`config.mk`:
```
export PLATFORM = sky130hd
export DESIGN_NAME = prog_run_ctrl
export DESIGN_NICKNAME = d
export VERILOG_FILES = /design/src/rtl/prog_run_ctrl.sv
export SDC_FILE = /design/constraint.sdc
export NUM_CORES = 1
export LEC_CHECK = 0
export BUFFER_PORTS_ARGS = -buffer_cell sky130_fd_sc_hd__buf_2
export CORE_UTILIZATION = 56
export DETAILED_ROUTE_END_ITERATION = 7
export PLACE_DENSITY = 0.79
export SYNTH_ARGS = -nofsm -noshare
export SYNTH_HDL_FRONTEND = slang
export SYNTH_SLANG_ARGS = --single-unit
```
`constraint.sdc`:
```
create_clock -name CLK -period 3.05 [get_ports CLK]
set_input_delay 0.61 -clock CLK [delete_from_list [all_inputs] [get_ports CLK]]
set_output_delay 0.61 -clock CLK [all_outputs]
set_load 0.05 [all_outputs]
```
`src/rtl/prog_run_ctrl.sv`:
```
// rtl/prog_run_ctrl.sv - run-control sequencer: START/DONE handshake, core reset/PC load, halt detect, watchdog
module prog_run_ctrl #(
    parameter int                 PC_W        = 8,
    parameter int                 NUM_PROGS   = 3,
    parameter logic [PC_W-1:0]    START_ADDR0 = '0,
    parameter logic [PC_W-1:0]    START_ADDR1 = '0,
    parameter logic [PC_W-1:0]    START_ADDR2 = '0,
    parameter logic [PC_W-1:0]    START_ADDR3 = '0,
    parameter int                 CNT_W       = 16,
    parameter logic [CNT_W-1:0]   MAX_CYCLES  = 16'hFFFF
) (
    input  logic              CLK,
    input  logic              RESET,
    input  logic              START,
    input  logic              HALT,
    output logic              DONE,
    output logic              CORE_RST,
    output logic              RUN,
    output logic              PC_LOAD,
    output logic [PC_W-1:0]   PC_INIT,
    output logic [1:0]        PROG_ID,
    output logic [CNT_W-1:0]  CYCLES,
    output logic              TIMEOUT
);

    typedef enum logic [1:0] {
        ST_IDLE   = 2'd0,
        ST_LOAD   = 2'd1,
        ST_RUN    = 2'd2,
        ST_FINISH = 2'd3
    } state_t;

    state_t            state_q, state_d;
    logic              start_q;
    logic              start_edge;
    logic [CNT_W-1:0]  cnt_q;
    logic [CNT_W-1:0]  cnt_inc;
    logic              wd_hit;
    logic              run_end;
    logic [1:0]        prog_next;

    assign start_edge = START && !start_q;
    // Counter saturates so a huge MAX_CYCLES never wraps back to a small count.
    assign cnt_inc    = (&cnt_q) ? cnt_q : cnt_q + 1'b1;
    assign wd_hit     = (cnt_inc == MAX_CYCLES);
    assign run_end    = HALT || wd_hit;
    assign prog_next  = (PROG_ID == 2'(NUM_PROGS - 1)) ? 2'd0 : PROG_ID + 2'd1;

    always_comb begin
        state_d  = state_q;
        CORE_RST = 1'b0;
        RUN      = 1'b0;
        PC_LOAD  = 1'b0;
        case (state_q)
            ST_IDLE: begin
                CORE_RST = 1'b1;
                if (start_edge) state_d = ST_LOAD;
            end
            ST_LOAD: begin
                CORE_RST = 1'b1;
                PC_LOAD  = 1'b1;
                state_d  = ST_RUN;
            end
            ST_RUN: begin
                RUN = 1'b1;
                if (run_end) state_d = ST_FINISH;
            end
            ST_FINISH: begin
                if (start_edge) state_d = ST_LOAD;
            end
            default: state_d = ST_IDLE;
        endcase
    end

    always_comb begin
        case (PROG_ID)
            2'd0:    PC_INIT = START_ADDR0;
            2'd1:    PC_INIT = START_ADDR1;
            2'd2:    PC_INIT = START_ADDR2;
            default: PC_INIT = START_ADDR3;
        endcase
    end

    always_ff @(posedge CLK) begin
        if (RESET) begin
            state_q <= ST_IDLE;
            start_q <= 1'b0;
            cnt_q   <= '0;
            DONE    <= 1'b0;
            PROG_ID <= 2'd0;
            CYCLES  <= '0;
            TIMEOUT <= 1'b0;
        end else begin
            state_q <= state_d;
            start_q <= START;
            case (state_q)
                ST_IDLE, ST_FINISH: begin
                    if (start_edge) DONE <= 1'b0;
                end
                ST_LOAD: cnt_q <= '0;
                ST_RUN: begin
                    cnt_q <= cnt_inc;
                    // HALT takes priority over the watchdog when both land together.
                    if (run_end) begin
                        DONE    <= 1'b1;
                        CYCLES  <= HALT ? cnt_inc : MAX_CYCLES;
                        TIMEOUT <= !HALT;
                        PROG_ID <= prog_next;
                    end
                end
                default: ;
            endcase
        end
    end

endmodule

```
==> qor.csv <==
metric,value,unit
postCtsSetupRepairBufs,0,
fmax,0.3458,GHz
syn_area,0.002261,mm^2
yosysSeqAreaShare,0.3453,
min_path_cells,2,
clk_latency,0.29,ns
crit_type,reg -> reg,
end_kind,flip-flop,
critPathMaxFanout,10,
vias,2067,
grt_overflow,0,
synth_top_family_by_area,simple AND/OR/NAND/NOR gates,
die_area,0.004295,mm^2
diodes,0,
die_h,65.54,um
async_flop_share,0,
skew,0.002723,ns
gp_congestion,0.9467,
synth_simple_gate_area_frac,0.2607,
rsz0062_at_grt,false,
drive_gt1_frac,0.2653,
fin_setup_tns,0,ns
route.detailed.drc,0,
fin_crit,2.892,ns
grt_max_degree,30,
finalCritPeriodShare,0.9483,
cts_buffers,5,
required,3.29,ns
dr.pass1.iters,4,
cts_sinks,39,
status,"complete, no violations",
synthCells,268,
synth_flop_cell,dfxtp_1,
setup_violations,0,
areaGrowthSynthToFinish,12.34,%
worstPathArrival,3.13,ns
ff_latch_area,783.3,um^2
io_buffers,26,
grt_pass1_vias,1889,
fp-row-count,22,
p_per_area,666.8,mW/mm^2
grt_usage,0.2988,
maxSlewHeadroom,0.6353,
finalHoldViolCount,0,
grt_pass1_wl,9.639,mm
synth_adder_area_share,0.02767,
drt_iter0_drc,230,
worst_pin_slew,0.5441,ns
setup_ws,0.1578,ns
synth-compound-area-share,0.2346,
nNetsFinal,302,
cts_tree,built,
htreeDepth,2,
hp-class,reg -> reg,
clk_pin_slew,0.08,ns
peakVddDrop,0.0008026,V
initial_core_util,0.5995,
ys_ff_latch,39,
rr_worst_depth,9,
hpwl,4.227,mm
maxCapViolCount,0,
routed_wl,5.851,mm
cts_max_path_buffers,2,
layout_commonest_cell,nor2_1,
ys_types,57,
layout_common_cells,"nor2_1 (38), dfxtp_1 (37), buf_2 (26), nand2_1 (15), a21oi_1 (15)",
die_w,65.54,um
core,0.003771,mm^2
dpl_worst_slack,0.06664,ns
synthXorXnorAreaFrac,0.01550,
antenna_found_initial,0,
pin_count,35,
synth_edf_count,0,
synth_mux_area_frac,0.02767,
final_antenna_net_count,0,
fillerInstances,305,
yosys_warnings,0,
multiInputGateArea,0.001331,mm^2
maxSlewViolCount,0,
start_kind,flip-flop,
vias_per_cell,6.044,
post_synth.cell_area_avg,8.436,um^2
p_leak,1.006,nW
routedWlPerCell,17.11,um
root_buffer,clkbuf_8,
-- path summary, 6_finish.rpt --
kind	slack, ns	from	endpoint
max	0.16	cnt_q[1]	CYCLES[1]
min	0.49	state_q[1]	state_q[1]
max reg2reg	0.16	cnt_q[1]	CYCLES[1]
min reg2reg	0.49	state_q[1]	state_q[1]
-- registers in the layout, summed over array words and instances (netlist names) --
signal,count
cnt_q,16
TIMEOUT,1
CYCLES,16
PROG_ID,2
start_q,1
DONE,1
state_q,2
-- through the flow --
stage	hold WS, ns	utilization	cell area, um^2	instances	total power, mW
finish	0.4930	0.6735	2540	342	1.694
global route	0.5155	0.6735	2540	342	1.783
CTS	0.4916	0.6702	2527	342	1.697
detailed placement	0.4797	0.6427	2424	334	1.310
global placement	0.4718	0.6427	2424	334	1.301
floorplan	0.4556	-	2287	275	1.169
-- worst max-delay path, cell delays in order, from the launching register on --
cell and delay, ns:
dfxtp_1 0.44, ha_1 0.22, and4_1 0.36, a41oi_2 0.16, xnor2_1 0.18, or4b_4 0.59, o41ai_4 0.32, buf_4 0.22
buf_4 0.16, o221a_2 0.18
-- kinds of logic (layout without fill, tap and decap cells) --
group                    count (synthesis)  in the layout
AND/OR/NAND/NOR                        111            111
AO/OA/AOI/OAI                           65             65
flip-flops                              39             39
buffers and inverters                   37             56
multiplexers                             6              6
adder cells (fa/ha/maj)                  5              5
XOR/XNOR                                 4              4
other                                    1              8
-- synth_stat cells, drive strengths merged (3+ instances only) --
cell / n / area share
clkbuf: 7 / 0.012
inv: 9 / 0.015
a41oi: 4 / 0.019
and2: 7 / 0.019
o221a: 9 / 0.045
a31oi: 3 / 0.0083
mux2i: 4 / 0.018
nor2: 38 / 0.063
a22oi: 6 / 0.020
nand4: 6 / 0.019
xnor2: 3 / 0.012
nand3: 10 / 0.024
and3: 4 / 0.011
o21ai: 5 / 0.011
buf: 21 / 0.060
a211oi: 9 / 0.041
a21oi: 15 / 0.033
dfxtp: 39 / 0.35
nor3: 12 / 0.029
nand2: 15 / 0.025
nor4: 3 / 0.014
ha: 5 / 0.028
and4: 4 / 0.015
-- report_power, final --
| group | internal (mW) | switching (mW) | leakage, nW |
|---|---|---|---|
| clock | 0.206 | 0.183 | 0.0505 |
| combinational | 0.185 | 0.517 | 0.638 |
| sequential | 0.568 | 0.0344 | 0.318 |
| total | 0.960 | 0.734 | 1.01 |
-- cell type report --
cell class / instances / area share
clock buffer: 7 / 0.03793
clock inverter: 1 / 0.002956
inverter: 9 / 0.01330
multi-input combinational: 199 / 0.5241
sequential: 39 / 0.3084
tap: 48 / 0.02365
timing repair buffer: 39 / 0.08965
-- metal layers --
| metal | track usage | vias up | routed length (um) |
|---|---|---|---|
| met4 | 0.1304 | 0 | 138 |
| met5 | 0 | - | 0 |
| li1 | - | 1014 | - |
| met3 | 0.06597 | 15 | 497 |
| met1 | 0.4068 | 937 | 2623 |
| met2 | 0.4485 | 101 | 2591 |
-- timing repair --
| action | 4_1_cts | 5_1_grt |
|---|---|---|
| endpoints found under the setup margin | 0 | 18 |
| gates resized for setup | 0 | 7 |
| hold buffers | 0 | 0 |
| endpoints found under the hold margin | 0 | 0 |
No activity file was read; power rests on OpenSTA's default activity.
